$ cat config.mk
export PLATFORM = sky130hd
export DESIGN_NAME = mem_bus_arbiter_flat
export DESIGN_NICKNAME = d
export VERILOG_FILES = /design/src/rtl/mem_bus_arbiter_if.sv /design/src/rtl/mem_bus_arbiter.sv /design/src/flat_wrapper.sv
export SDC_FILE = /design/constraint.sdc
export NUM_CORES = 1
export LEC_CHECK = 0
export CAP_MARGIN = 20
export CORE_AREA = 2 2 207 209
export CTS_BUF_LIST = sky130_fd_sc_hd__clkbuf_8
export CTS_CLUSTER_DIAMETER = 200
export DETAILED_ROUTE_END_ITERATION = 16
export DIE_AREA = 0 0 209 211
export PLACE_DENSITY_LB_ADDON = 0.2
export SETUP_SLACK_MARGIN = 0.02
export SYNTH_ARGS = -nofsm -noshare
export SYNTH_HDL_FRONTEND = slang
export SYNTH_SLANG_ARGS = --single-unit
export TNS_END_PERCENT = 30
$ cat constraint.sdc
create_clock -name clk -period 11.64 [get_ports clk]
set_input_delay 2.328 -clock clk [delete_from_list [all_inputs] [get_ports clk]]
set_output_delay 2.328 -clock clk [all_outputs]
set_load 0.1 [all_outputs]
$ cat src/rtl/mem_bus_arbiter_if.sv
// Signal bundle for mem_bus_arbiter: fetch port (ireq/iresp), memory-stage
// port (dreq/dresp) and the shared memory bus. The arbiter connects through
// the master modport; the pipeline stages and bus use the slave modport.
interface mem_bus_arbiter_if #(
    parameter int ADDR_W = 64,
    parameter int DATA_W = 64
);
    // Instruction fetch port
    logic                  ireq_valid;
    logic [ADDR_W-1:0]     ireq_addr;
    logic                  ireq_ready;
    logic                  iresp_valid;
    logic [DATA_W-1:0]     iresp_data;

    // Memory-stage data port
    logic                  dreq_valid;
    logic [ADDR_W-1:0]     dreq_addr;
    logic                  dreq_write;
    logic [DATA_W/8-1:0]   dreq_strobe;
    logic [DATA_W-1:0]     dreq_wdata;
    logic                  dreq_ready;
    logic                  dresp_valid;
    logic [DATA_W-1:0]     dresp_data;

    // Shared memory bus
    logic                  bus_valid;
    logic [ADDR_W-1:0]     bus_addr;
    logic                  bus_write;
    logic [DATA_W/8-1:0]   bus_strobe;
    logic [DATA_W-1:0]     bus_wdata;
    logic                  bus_ready;
    logic                  bus_resp_valid;
    logic [DATA_W-1:0]     bus_resp_data;

    // Arbiter view
    modport master (
        input  ireq_valid, ireq_addr,
        output ireq_ready, iresp_valid, iresp_data,
        input  dreq_valid, dreq_addr, dreq_write, dreq_strobe, dreq_wdata,
        output dreq_ready, dresp_valid, dresp_data,
        output bus_valid, bus_addr, bus_write, bus_strobe, bus_wdata,
        input  bus_ready, bus_resp_valid, bus_resp_data
    );

    // Pipeline-stage and bus view
    modport slave (
        output ireq_valid, ireq_addr,
        input  ireq_ready, iresp_valid, iresp_data,
        output dreq_valid, dreq_addr, dreq_write, dreq_strobe, dreq_wdata,
        input  dreq_ready, dresp_valid, dresp_data,
        input  bus_valid, bus_addr, bus_write, bus_strobe, bus_wdata,
        output bus_ready, bus_resp_valid, bus_resp_data
    );
endinterface

$ cat src/rtl/mem_bus_arbiter.sv
// mem_bus_arbiter: shares one memory bus between instruction fetch (I) and
// the memory stage (D), one transaction outstanding at a time. A granted
// request is latched, presented on the bus until accepted, and the response
// is registered back to its owner.
// Optional feature: define MEM_ARB_STARVE_GUARD_EN to enable the fetch
// starvation guard (I wins a contest after STARVE_LIMIT D grants while I
// waited). Without it, D has strict priority.
module mem_bus_arbiter #(
    parameter int ADDR_W       = 64,
    parameter int DATA_W       = 64,
    parameter int STARVE_LIMIT = 8
) (
    input  logic              clk,
    input  logic              reset,
    mem_bus_arbiter_if.master arb
);
    localparam int STRB_W = DATA_W / 8;

    typedef enum logic [2:0] {
        IDLE   = 3'd0,
        REQ_I  = 3'd1,
        REQ_D  = 3'd2,
        WAIT_I = 3'd3,
        WAIT_D = 3'd4
    } state_t;

    state_t              state_q, state_d;
    logic                grant_en_q;
    logic                bus_valid_q, bus_valid_d;
    logic [ADDR_W-1:0]   bus_addr_q, bus_addr_d;
    logic                bus_write_q, bus_write_d;
    logic [STRB_W-1:0]   bus_strobe_q, bus_strobe_d;
    logic [DATA_W-1:0]   bus_wdata_q, bus_wdata_d;
    logic                iresp_valid_q, iresp_valid_d;
    logic [DATA_W-1:0]   iresp_data_q, iresp_data_d;
    logic                dresp_valid_q, dresp_valid_d;
    logic [DATA_W-1:0]   dresp_data_q, dresp_data_d;
    logic                grant_i, grant_d;
    logic                starve_hit;

`ifdef MEM_ARB_STARVE_GUARD_EN
    localparam int CNT_W = $clog2(STARVE_LIMIT + 1);
    logic [CNT_W-1:0] starve_cnt_q, starve_cnt_d;

    assign starve_hit = (starve_cnt_q == CNT_W'(STARVE_LIMIT));

    // Count D grants taken while fetch was waiting; saturate at the limit, clear when I is served
    always_comb begin
        starve_cnt_d = starve_cnt_q;
        if (grant_i) begin
            starve_cnt_d = '0;
        end else if (grant_d && arb.ireq_valid && !starve_hit) begin
            starve_cnt_d = starve_cnt_q + CNT_W'(1);
        end
    end

    // Starvation counter register
    always_ff @(posedge clk or posedge reset) begin
        if (reset) begin
            starve_cnt_q <= '0;
        end else begin
            starve_cnt_q <= starve_cnt_d;
        end
    end
`else
    assign starve_hit = 1'b0;
`endif

    // Grant decision: only in IDLE, D preferred unless the starvation guard hands the contest to I.
    // grant_en_q keeps the Mealy ready pulses low until the first cycle after reset release.
    always_comb begin
        grant_i = 1'b0;
        grant_d = 1'b0;
        if (state_q == IDLE && grant_en_q) begin
            grant_i = arb.ireq_valid && (!arb.dreq_valid || starve_hit);
            grant_d = arb.dreq_valid && !grant_i;
        end
    end

    // Next state and next values of the registered outputs
    always_comb begin
        state_d       = state_q;
        bus_valid_d   = bus_valid_q;
        bus_addr_d    = bus_addr_q;
        bus_write_d   = bus_write_q;
        bus_strobe_d  = bus_strobe_q;
        bus_wdata_d   = bus_wdata_q;
        iresp_valid_d = 1'b0;
        iresp_data_d  = iresp_data_q;
        dresp_valid_d = 1'b0;
        dresp_data_d  = dresp_data_q;
        case (state_q)
            IDLE: begin
                if (grant_d) begin
                    bus_valid_d  = 1'b1;
                    bus_addr_d   = arb.dreq_addr;
                    bus_write_d  = arb.dreq_write;
                    bus_strobe_d = arb.dreq_strobe;
                    bus_wdata_d  = arb.dreq_wdata;
                    state_d      = REQ_D;
                end else if (grant_i) begin
                    // Fetches are always reads: no write flag, strobe or data on the bus
                    bus_valid_d  = 1'b1;
                    bus_addr_d   = arb.ireq_addr;
                    bus_write_d  = 1'b0;
                    bus_strobe_d = '0;
                    bus_wdata_d  = '0;
                    state_d      = REQ_I;
                end
            end
            REQ_I: begin
                if (arb.bus_ready) begin
                    bus_valid_d = 1'b0;
                    state_d     = WAIT_I;
                end
            end
            REQ_D: begin
                if (arb.bus_ready) begin
                    bus_valid_d = 1'b0;
                    state_d     = WAIT_D;
                end
            end
            WAIT_I: begin
                if (arb.bus_resp_valid) begin
                    iresp_data_d  = arb.bus_resp_data;
                    iresp_valid_d = 1'b1;
                    state_d       = IDLE;
                end
            end
            WAIT_D: begin
                if (arb.bus_resp_valid) begin
                    dresp_data_d  = arb.bus_resp_data;
                    dresp_valid_d = 1'b1;
                    state_d       = IDLE;
                end
            end
            default: begin
                bus_valid_d = 1'b0;
                state_d     = IDLE;
            end
        endcase
    end

    // FSM state register
    always_ff @(posedge clk or posedge reset) begin
        if (reset) begin
            state_q <= IDLE;
        end else begin
            state_q <= state_d;
        end
    end

    // Bus request latch, response registers and grant enable
    always_ff @(posedge clk or posedge reset) begin
        if (reset) begin
            grant_en_q    <= 1'b0;
            bus_valid_q   <= 1'b0;
            bus_addr_q    <= '0;
            bus_write_q   <= 1'b0;
            bus_strobe_q  <= '0;
            bus_wdata_q   <= '0;
            iresp_valid_q <= 1'b0;
            iresp_data_q  <= '0;
            dresp_valid_q <= 1'b0;
            dresp_data_q  <= '0;
        end else begin
            grant_en_q    <= 1'b1;
            bus_valid_q   <= bus_valid_d;
            bus_addr_q    <= bus_addr_d;
            bus_write_q   <= bus_write_d;
            bus_strobe_q  <= bus_strobe_d;
            bus_wdata_q   <= bus_wdata_d;
            iresp_valid_q <= iresp_valid_d;
            iresp_data_q  <= iresp_data_d;
            dresp_valid_q <= dresp_valid_d;
            dresp_data_q  <= dresp_data_d;
        end
    end

    // Ready pulses are issued in the IDLE cycle that latches the request
    assign arb.ireq_ready  = grant_i;
    assign arb.dreq_ready  = grant_d;
    assign arb.iresp_valid = iresp_valid_q;
    assign arb.iresp_data  = iresp_data_q;
    assign arb.dresp_valid = dresp_valid_q;
    assign arb.dresp_data  = dresp_data_q;
    assign arb.bus_valid   = bus_valid_q;
    assign arb.bus_addr    = bus_addr_q;
    assign arb.bus_write   = bus_write_q;
    assign arb.bus_strobe  = bus_strobe_q;
    assign arb.bus_wdata   = bus_wdata_q;
endmodule
$ cat src/flat_wrapper.sv
// flat-port wrapper written by rule: the top's interface ports become plain ports
module mem_bus_arbiter_flat 
#(
    parameter int ADDR_W       = 64,
    parameter int DATA_W       = 64,
    parameter int STARVE_LIMIT = 8
)
  (clk, reset, arb_ireq_valid, arb_ireq_addr, arb_ireq_ready, arb_iresp_valid, arb_iresp_data, arb_dreq_valid, arb_dreq_addr, arb_dreq_write, arb_dreq_strobe, arb_dreq_wdata, arb_dreq_ready, arb_dresp_valid, arb_dresp_data, arb_bus_valid, arb_bus_addr, arb_bus_write, arb_bus_strobe, arb_bus_wdata, arb_bus_ready, arb_bus_resp_valid, arb_bus_resp_data);
  mem_bus_arbiter_if #(.ADDR_W(ADDR_W), .DATA_W(DATA_W)) arb_i ();
  input  logic clk;
  input  logic reset;
  input wire logic [$bits(arb_i.ireq_valid)-1:0] arb_ireq_valid;
  input wire logic [$bits(arb_i.ireq_addr)-1:0] arb_ireq_addr;
  output wire logic [$bits(arb_i.ireq_ready)-1:0] arb_ireq_ready;
  output wire logic [$bits(arb_i.iresp_valid)-1:0] arb_iresp_valid;
  output wire logic [$bits(arb_i.iresp_data)-1:0] arb_iresp_data;
  input wire logic [$bits(arb_i.dreq_valid)-1:0] arb_dreq_valid;
  input wire logic [$bits(arb_i.dreq_addr)-1:0] arb_dreq_addr;
  input wire logic [$bits(arb_i.dreq_write)-1:0] arb_dreq_write;
  input wire logic [$bits(arb_i.dreq_strobe)-1:0] arb_dreq_strobe;
  input wire logic [$bits(arb_i.dreq_wdata)-1:0] arb_dreq_wdata;
  output wire logic [$bits(arb_i.dreq_ready)-1:0] arb_dreq_ready;
  output wire logic [$bits(arb_i.dresp_valid)-1:0] arb_dresp_valid;
  output wire logic [$bits(arb_i.dresp_data)-1:0] arb_dresp_data;
  output wire logic [$bits(arb_i.bus_valid)-1:0] arb_bus_valid;
  output wire logic [$bits(arb_i.bus_addr)-1:0] arb_bus_addr;
  output wire logic [$bits(arb_i.bus_write)-1:0] arb_bus_write;
  output wire logic [$bits(arb_i.bus_strobe)-1:0] arb_bus_strobe;
  output wire logic [$bits(arb_i.bus_wdata)-1:0] arb_bus_wdata;
  input wire logic [$bits(arb_i.bus_ready)-1:0] arb_bus_ready;
  input wire logic [$bits(arb_i.bus_resp_valid)-1:0] arb_bus_resp_valid;
  input wire logic [$bits(arb_i.bus_resp_data)-1:0] arb_bus_resp_data;
  assign arb_i.ireq_valid = arb_ireq_valid;
  assign arb_i.ireq_addr = arb_ireq_addr;
  assign arb_ireq_ready = arb_i.ireq_ready;
  assign arb_iresp_valid = arb_i.iresp_valid;
  assign arb_iresp_data = arb_i.iresp_data;
  assign arb_i.dreq_valid = arb_dreq_valid;
  assign arb_i.dreq_addr = arb_dreq_addr;
  assign arb_i.dreq_write = arb_dreq_write;
  assign arb_i.dreq_strobe = arb_dreq_strobe;
  assign arb_i.dreq_wdata = arb_dreq_wdata;
  assign arb_dreq_ready = arb_i.dreq_ready;
  assign arb_dresp_valid = arb_i.dresp_valid;
  assign arb_dresp_data = arb_i.dresp_data;
  assign arb_bus_valid = arb_i.bus_valid;
  assign arb_bus_addr = arb_i.bus_addr;
  assign arb_bus_write = arb_i.bus_write;
  assign arb_bus_strobe = arb_i.bus_strobe;
  assign arb_bus_wdata = arb_i.bus_wdata;
  assign arb_i.bus_ready = arb_bus_ready;
  assign arb_i.bus_resp_valid = arb_bus_resp_valid;
  assign arb_i.bus_resp_data = arb_bus_resp_data;
  mem_bus_arbiter #(.ADDR_W(ADDR_W), .DATA_W(DATA_W), .STARVE_LIMIT(STARVE_LIMIT)) u_core (.clk(clk), .reset(reset), .arb(arb_i));
endmodule
# Word level (Yosys, flattened, before mapping)
# Cells that the tools add are included.
[totals]
elab_cells = 58
ff_bits = 272
out_inout_bits = 270
[op_classes]
n_bitwise = 1
n_eq_ne = 9
n_mux = 23
reduce_logical = 14
[ops]
columns = ["cell", "count"]
rows = [
  ["64-bit two-way mux", 4],
  ["8-bit two-way mux", 2],
  ["3-bit two-way mux", 5],
  ["3-bit case mux with 4 select lines", 1],
  ["1-bit two-way mux", 10],
  ["3-bit by 2-bit equality test with 1-bit output, second input constant", 2],
  ["2-bit AND reduction", 3],
  ["2-bit by 1-bit inequality test with 1-bit output, second input constant", 2],
  ["2-bit inequality test, second input constant", 2],
  ["4-bit AND reduction", 1],
  ["2-bit OR reduction", 2],
  ["3-bit by 1-bit equality test with 1-bit output, second input constant", 1],
  ["3-bit equality test, second input constant", 1],
  ["1-bit logical AND", 3],
  ["3-bit logical NOT", 1],
  ["3-bit inequality test, second input constant", 1],
  ["1-bit case mux with 3 select lines", 1],
  ["3-bit AND reduction", 1],
  ["1-bit logical NOT", 2],
  ["2-bit nonzero test", 1],
  ["1-bit NOT", 1],
]

# Depth between registers and ports, before layout
# Gate-level depths: netlist (run 1).
[logic_depth]
word_depth = 7
depth_mapped = 8
depth_no_buf = 4

# Least setup slack after synthesis (run 1)
# No wires, ideal clock.
[synth_path]
path_kind = "input to output"
start = "input port arb_dreq_valid"
end = "output port arb_ireq_ready"
path_slack_ns = 6.155
path_stages = 1
t_required_ns = 9.312
arrival_ns = 3.157
path_cell_list = "and3b_1"
[synth_via]
elab_chain_cells = 3
[synth_rtl]
columns = ["element", "line_no", "source"]
rows = [
  ["start: declaration", "flat_wrapper.sv:17", "input wire logic [$bits(arb_i.dreq_valid)-1:0] arb_dreq_valid;"],
  ["1-bit logical NOT", "mem_bus_arbiter.sv:75", "grant_i = arb.ireq_valid && (!arb.dreq_valid || starve_hit);"],
  ["1-bit logical AND", "mem_bus_arbiter.sv:75", ""],
  ["1-bit two-way mux", "mem_bus_arbiter.sv:74", "if (state_q == IDLE && grant_en_q) begin"],
  ["end: declaration", "flat_wrapper.sv:14", "output wire logic [$bits(arb_i.ireq_ready)-1:0] arb_ireq_ready;"],
]
# Every way passes these cells.

# Worst setup path after layout (run 1)
[layout_path]
start = "input port arb_dreq_valid"
end = "output port arb_dreq_ready"
[layout_via]
elab_chain_cells = 5
[layout_rtl]
columns = ["element", "line_no", "source"]
rows = [
  ["1-bit logical NOT", "mem_bus_arbiter.sv:75", ""],
  ["1-bit logical AND", "mem_bus_arbiter.sv:75", ""],
  ["1-bit logical NOT", "mem_bus_arbiter.sv:76", "grant_d = arb.dreq_valid && !grant_i;"],
  ["1-bit logical AND (*)", "mem_bus_arbiter.sv:76", ""],
  ["1-bit two-way mux (*)", "mem_bus_arbiter.sv:74", ""],
  ["end: declaration", "flat_wrapper.sv:22", "output wire logic [$bits(arb_i.dreq_ready)-1:0] arb_dreq_ready;"],
]
# Mark *: on every way between the ends. The rest lies on a longest branch, timed or not.

==> impl_metrics.toml, run 1 <==
[outcome]
status = "completed"

[floorplanning]
fp.dieW_um = 209
dieHeight_um = 211
pin_count = 541
core-area_um2 = 41800
dieArea_um2 = 44100
initial_utilization = 0.254
num_rows = 75

[clock_network]
cts-resized-gates = 0
path_clk_slew_ps = 50
cts.sink_count = 272
root_buffer = "clkbuf_8"
ctsHoldBuffers = 0
htree_levels = 2
cts_tree = "done"
post_cts_buffers = 0
insertion_delay_ps = 600
clock_path_buffers = 3
cts_made_buffers = 50

[layout]
n_fill_cell = 3933
nets = 1570
synthToLayoutAreaGrowth_pct = 65.6
drive_above_1_share = 0.161

[detailed_routing]
viasPerCell = 4.31
dr.pass1.iters = 4
wl_per_cell_um = 19.4
drtIter0Drc = 293
drc = 0
via_count = 8111
drt-total-wl_um = 36500
drtAntennaViolNets = 0

[global_routing]
grt_pass1_wl_um = 54800
grt_max_degree = 145
grt_overflow = 0
antenna_found_initial = 11
track_usage = 0.164
grt_pass1_vias = 8890

[critical_path]
worst-path-max-fanout = 75
crit_type = "in2out"
required_ps = 9310
critPathArrivalTime_ps = 5200
startpoint_type = "input port"
cp-end-kind = "output port"

[yosys]
synth-seq-area-share = 0.641
syn_area_um2 = 10600
synthCells = 753
synth_area_leaders = "dfrtp_1 64%, mux2_2 14%, mux2i_1 6.1%"
yosysTopAreaCell = "dfrtp_1"
ys_ff_latch = 272
ys.flop_type = "dfrtp_1"
syn-num-nets = 1024
synth_edf_count = 0
yosys.cell_types.count = 28
yosys_warnings = 0
synth.most_common_cell = "dfrtp_1"
synthArstFlopShare = 1.00
syn_avg_cell_area_um2 = 14.1
synth_common_cells = "272 x dfrtp_1, 128 x mux2_2, 73 x a22o_1"
yosys.area.top_type_share = 0.641

[run]
maxCapViolCount = 0

[timing]
finalHoldViolCount = 0
max-slew-margin-rel = 0.247
setup_viol = 0
rsz0062_at_grt = "no"
tightest_slew_ps = 1130
period_needed_ps = 7530
fin_crit_sh = 0.647
clock.fmax_mhz = 133
fin_tns_setup_ps = 0
drv_slew = 0
skew_ps = 23.9

[placed_design]
gp_congestion = 0.779
port_buffers = 540
hpwl_um = 26200

[min_path]
min-delay-path-class = "reg2reg"
through the flow:
stage / setup slack [ps] / utilization / std cells / cell area, um2 / hold WS, ps
2_1_floorplan: 1820 / - / 753 / 10600 / 580
3_3_place_gp: 4130 / 0.395 / 1785 / 16500 / 460
3_5_place_dp: 4120 / 0.395 / 1785 / 16500 / 469
4_1_cts: 4120 / 0.420 / 1877 / 17500 / 482
5_1_grt: 4000 / 0.421 / 1881 / 17600 / 500
6_report: 4110 / 0.421 / 1883 / 17600 / 476
cell type report:
| type | count | area, um2 | area share |
|---|---|---|---|
| diodes | 5 | 12.5 | 0.000711 |
| clock buffers | 66 | 908 | 0.0516 |
| clock inverters | 26 | 155 | 0.00882 |
| inverters | 3 | 18.8 | 0.00107 |
| multi-input cells | 424 | 3520 | 0.200 |
| flip-flops and latches | 272 | 6810 | 0.387 |
| well taps | 539 | 674 | 0.0383 |
| repair buffers | 548 | 5500 | 0.312 |
kinds of logic after synthesis:
group / count (synthesis) / share of synthesized area
flip-flops: 272 / 0.641
other: 1 / 0.000353
multiplexers: 193 / 0.197
AND/OR/NAND/NOR: 82 / 0.0344
AO/OA/AOI/OAI: 148 / 0.0967
buffers and inverters: 57 / 0.0307
layer usage:
| layer | part of all wire | global-route usage |
|---|---|---|
| met5 | 0.0024 | 0 |
| met4 | 0.017 | 0.0495 |
| met3 | 0.12 | 0.0946 |
| met2 | 0.49 | 0.279 |
| met1 | 0.36 | 0.171 |
flip-flops by register name (all words and copies together), names as in the netlist, 3 cells and up:
| name | flops |
|---|---|
| u_core.arb.iresp_data | 64 |
| u_core.state_q | 3 |
| u_core.arb.bus_strobe | 8 |
| u_core.arb.dresp_data | 64 |
| u_core.arb.bus_addr | 64 |
| u_core.arb.bus_wdata | 64 |
worst paths after layout:
path,startpoint,endpoint,slack [ps],cells after the start
max,arb_dreq_valid,arb_dreq_ready,4110,5
min,u_core.arb.bus_addr[61]$_DFFE_PP0P_,u_core.arb.bus_addr[61]$_DFFE_PP0P_,480,2
max reg2reg,u_core.state_q[0]$_DFFE_PP0P_,u_core.arb.bus_strobe[0]$_DFFE_PP0P_,8920,6
min reg2reg,u_core.arb.bus_addr[61]$_DFFE_PP0P_,u_core.arb.bus_addr[61]$_DFFE_PP0P_,480,2
max in group asynchronous,reset,u_core.arb.bus_wdata[13]$_DFFE_PP0P_,7890,3
min in group asynchronous,reset,u_core.arb.iresp_data[47]$_DFFE_PP0P_,2280,2
critical path, stage by stage:
cell             delay (ps)
clkdlybuf4s50_1         610
nand2_4                 190
inv_2                    90
buf_4                   600
clkdlybuf4s50_1        1280
layout by cell type, fill, tap and decap left out, types with 3 or more instances in the layout:
master / Yosys / layout
nor2b_1: 3 / 3
clkdlybuf4s50_1: 0 / 539
buf_4: 16 / 7
nor2_1: 3 / 3
inv_1: 3 / 21
mux2i_1: 65 / 65
a21oi_1: 4 / 4
diode_2: 0 / 5
nand2_1: 66 / 65
mux2_2: 128 / 128
a22o_1: 73 / 73
o21ai_0: 67 / 67
clkinv_2: 0 / 4
dfrtp_1: 272 / 272
clkbuf_8: 0 / 66
Power of run 1 is left out: the tool's default activity adds up to more than one toggle a clock period on the data nets, which glitch-free logic cannot reach.
==> run 2: changes to the inputs <==
--- a/config.mk
+++ b/config.mk
@@ -6,11 +6,11 @@
 export NUM_CORES = 1
 export LEC_CHECK = 0
 export CAP_MARGIN = 20
-export CORE_AREA = 2 2 207 209
+export CORE_AREA = 2 2 212 214
 export CTS_BUF_LIST = sky130_fd_sc_hd__clkbuf_8
 export CTS_CLUSTER_DIAMETER = 200
 export DETAILED_ROUTE_END_ITERATION = 16
-export DIE_AREA = 0 0 209 211
+export DIE_AREA = 0 0 214 216
 export PLACE_DENSITY_LB_ADDON = 0.2
 export SETUP_SLACK_MARGIN = 0.02
 export SYNTH_ARGS = -nofsm -noshare
==> constraint.sdc (replaced) <==
create_clock -name clk -period 6.1 [get_ports clk]
set_input_delay 1.22 -clock clk [delete_from_list [all_inputs] [get_ports clk]]
set_output_delay 1.22 -clock clk [all_outputs]
set_load 0.1 [all_outputs]
==> run 2 against run 1 <==
Clock-buffer cell count is 9 lower. Largest cell class unchanged. Critical path depth is 2 lower. Design area is 0.47% lower. Highest routed layer unchanged.
==> impl_metrics.toml, run 2 (synthesis gave the netlist of run 1 again) <==
[global_routing]
grt_pass1_wl_um = 54700
grt_overflow = 0
antenna_found_initial = 2
grt_max_degree = 202
track_usage = 0.154
grt_pass1_vias = 8880

[detailed_routing]
drc = 0
viasPerCell = 4.24
via_count = 8158
drtAntennaViolNets = 0
drtIter0Drc = 343
dr.pass1.iters = 4
drt-total-wl_um = 35900
wl_per_cell_um = 18.7

[placed_design]
dp_slack_ps = 1740
gp_congestion = 0.788
hpwl_um = 25600
port_buffers = 540

[critical_path]
crit_type = "in2out"
required_ps = 4880
cp-end-kind = "output port"
rr_worst_depth = 5
critPathArrivalTime_ps = 3140
worst-path-max-fanout = 4
startpoint_type = "input port"

[clock_network]
cts_made_buffers = 50
insertion_delay_ps = 610
ctsHoldBuffers = 0
clock_path_buffers = 3
path_clk_slew_ps = 60
post_cts_buffers = 0
root_buffer = "clkbuf_8"
cts.sink_count = 272
cts_tree = "done"
cts-resized-gates = 0
htree_levels = 2

[timing]
max-slew-margin-rel = 0.245
period_needed_ps = 4360
drv_slew = 0
fin_crit_sh = 0.715
clock.fmax_mhz = 229
finalHoldViolCount = 0
fin_ws_ps = 1740
setup_viol = 0
fin_tns_setup_ps = 0
skew_ps = 13.4
rsz0062_at_grt = "no"
tightest_slew_ps = 1130

[layout]
n_fill_cell = 4233
final_common_cell = "clkdlybuf4s50_1"
nets = 1570
layout_common_cells = "539 x clkdlybuf4s50_1, 272 x dfrtp_1, 128 x mux2_2, 73 x a22o_1, 67 x o21ai_0"
synthToLayoutAreaGrowth_pct = 64.8
drive_above_1_share = 0.155
num_antenna_cells = 0

[floorplanning]
dieArea_um2 = 46200
initial_utilization = 0.242
core-area_um2 = 43800
dieHeight_um = 216
fp.dieW_um = 214
num_rows = 77
pin_count = 541

[min_path]
min-delay-path-class = "reg2reg"
hold_path_depth = 2

[outcome]
status = "completed"

[run]
maxCapViolCount = 0
run 2: layout make-up:
cell class | instances | area [um2] | area share
Inverter | 3 | 15.0 | 0.000858
Tap cell | 592 | 741 | 0.0423
Sequential cell | 272 | 6810 | 0.389
Clock inverter | 27 | 141 | 0.00808
Multi-Input combinational cell | 424 | 3520 | 0.201
Clock buffer | 57 | 785 | 0.0448
Timing Repair Buffer | 548 | 5500 | 0.314
run 2: layer usage:
metal | vias to the layer above | wire length, um | track usage
li1 | 3789 | - | -
met2 | 369 | 17300 | 0.258
met3 | 59 | 3670 | 0.0722
met1 | 3937 | 14100 | 0.174
met4 | 4 | 878 | 0.0466
met5 | - | 23 | 0
run 2: through the flow:
| stage | utilization | cells | hold slack [ps] | cell area [um2] |
|---|---|---|---|---|
| detailed placement | 0.378 | 1839 | 470 | 16600 |
| global placement | 0.378 | 1839 | 461 | 16600 |
| finish | 0.399 | 1923 | 478 | 17500 |
| CTS | 0.399 | 1923 | 484 | 17500 |
| floorplan | - | 753 | 580 | 10600 |
| global route | 0.399 | 1923 | 504 | 17500 |
run 2: worst paths after layout:
| kind | startpoint | endpoint | slack [ps] |
|---|---|---|---|
| worst max-delay path | arb_dreq_valid | arb_ireq_ready | 1740 |
| worst min-delay path | u_core.arb.bus_addr[46]$_DFFE_PP0P_ | u_core.arb.bus_addr[46]$_DFFE_PP0P_ | 480 |
| worst max register to register | u_core.state_q[0]$_DFFE_PP0P_ | u_core.arb.bus_wdata[26]$_DFFE_PP0P_ | 3410 |
| worst min register to register | u_core.arb.bus_addr[46]$_DFFE_PP0P_ | u_core.arb.bus_addr[46]$_DFFE_PP0P_ | 480 |
| max in group asynchronous | reset | u_core.arb.bus_wdata[12]$_DFFE_PP0P_ | 4220 |
| min in group asynchronous | reset | u_core.arb.iresp_data[57]$_DFFE_PP0P_ | 1170 |
run 2: critical path, cell delays in order:
cell and delay, ps:
clkdlybuf4s50_1 530, and3b_1 260, clkdlybuf4s50_1 1130
Power of run 2 is left out for the same reason.
==> run 3: changes to the inputs <==
==> constraint.sdc (replaced) <==
create_clock -name clk -period 3.6 [get_ports clk]
set_input_delay 0.72 -clock clk [delete_from_list [all_inputs] [get_ports clk]]
set_output_delay 0.72 -clock clk [all_outputs]
set_load 0.1 [all_outputs]
==> run 3 against run 2 <==
Hold slack lost 64 ps. Clock-buffer cell count shrank 5. Critical path depth is the same. Utilization grew 0.069 points. Wire length shrank 0.61%. First-iteration DRC count grew 5.5%.
==> impl_metrics.toml, run 3 (synthesis gave the netlist of run 1 again) <==
[layout]
synthToLayoutAreaGrowth_pct = 65.1
layout_common_cells = "510 x clkdlybuf4s50_1, 272 x dfrtp_1, 128 x mux2_2, 73 x a22o_1, 67 x o21ai_0"
multiInputGateArea_um2 = 3520
final_common_cell = "clkdlybuf4s50_1"
n_fill_cell = 4258
nets = 1584
regArea_um2 = 6810
drive_above_1_share = 0.182
final_util = 0.400

[detailed_routing]
drtIter0Drc = 362
wl_per_cell_um = 18.5
viasPerCell = 4.19
drtAntennaViolNets = 0
dr.pass1.iters = 4
via_count = 8088
drt-total-wl_um = 35700
drc = 0

[critical_path]
reg2reg_to = "u_core.arb.bus_wdata[18]$_DFFE_PP0P_"
regToRegSetupSlack_ps = 1260
critPathArrivalTime_ps = 2200
worst-path-max-fanout = 10
rr_worst_depth = 5
crit_type = "reg2out"
r2r-start = "u_core.state_q[0]$_DFFE_PP0P_"
cp-end-kind = "output port"
startpoint_type = "flip-flop"
required_ps = 2880

[global_routing]
track_usage = 0.152
grt_max_degree = 121
grt_overflow = 0
grt_pass1_vias = 8801
antenna_found_initial = 1
grt_pass1_wl_um = 54200

[clock_network]
path_clk_slew_ps = 60
cts_made_buffers = 48
insertion_delay_ps = 600
cts_tree = "done"
htree_levels = 2
root_buffer = "clkbuf_8"
cts.sink_count = 272
post_cts_buffers = 0
clock_path_buffers = 3
ctsHoldBuffers = 0
cts-resized-gates = 0

[timing]
worst_hold_slack_ps = 414
finalHoldViolCount = 0
tightest_slew_ps = 1040
skew_ps = 28.7
fin_crit_sh = 0.810
rsz0062_at_grt = "no"
clock.fmax_mhz = 343
period_needed_ps = 2920
fin_tns_setup_ps = 0
setup_viol = 0
drv_slew = 0
max-slew-margin-rel = 0.302

[run]
maxCapViolCount = 0

[floorplanning]
dieArea_um2 = 46200
core-area_um2 = 43800
dieHeight_um = 216
pin_count = 541
num_rows = 77
fp.dieW_um = 214
initial_utilization = 0.242

[placed_design]
gp_congestion = 0.795
hpwl_um = 26600
port_buffers = 540

[min_path]
min-delay-path-class = "in2async"

[outcome]
status = "completed"
run 3: layer usage:
| layer | part of all wire | GRT usage |
|---|---|---|
| met5 | 0.00031 | 0 |
| met4 | 0.017 | 0.0389 |
| met3 | 0.10 | 0.0688 |
| met2 | 0.50 | 0.263 |
| met1 | 0.39 | 0.170 |
run 3: critical path, cell delays in order, from the launching register on:
cell and delay, ps:
dfrtp_1 530, nor4b_4 580, and3b_1 220, buf_4 280
run 3: worst max-delay path by stage:
stage                                             start                               endpoint  cells after the start
after floorplan                                   reset     u_core.arb.bus_addr[0]$_DFFE_PP0P_                      1
after global routing      u_core.state_q[0]$_DFFE_PP0P_                         arb_ireq_ready                      3
after CTS                 u_core.state_q[0]$_DFFE_PP0P_                         arb_ireq_ready                      3
after global placement               arb_bus_resp_valid  u_core.arb.dresp_data[14]$_DFFE_PP0P_                      4
final                     u_core.state_q[0]$_DFFE_PP0P_                         arb_ireq_ready                      3
after detailed placement                 arb_dreq_valid     u_core.arb.bus_addr[5]$_DFFE_PP0P_                      4
run 3: layout make-up:
cell class | count | area share
Inverter | 3 | 0.000856
Timing Repair Buffer | 564 | 0.322
Tap cell | 592 | 0.0422
Multi-Input combinational cell | 424 | 0.201
Clock inverter | 22 | 0.00514
Clock buffer | 52 | 0.0408
Antenna cell | 1 | 0.000143
Sequential cell | 272 | 0.388
run 3: through the flow:
stage	cells	setup WS, ps	cell area [um2]
floorplan	753	-715	10600
global placement	1855	1010	16700
detailed placement	1855	961	16700
CTS	1929	602	17500
global route	1929	534	17500
finish	1930	684	17500
Power of run 3 is left out for the same reason.
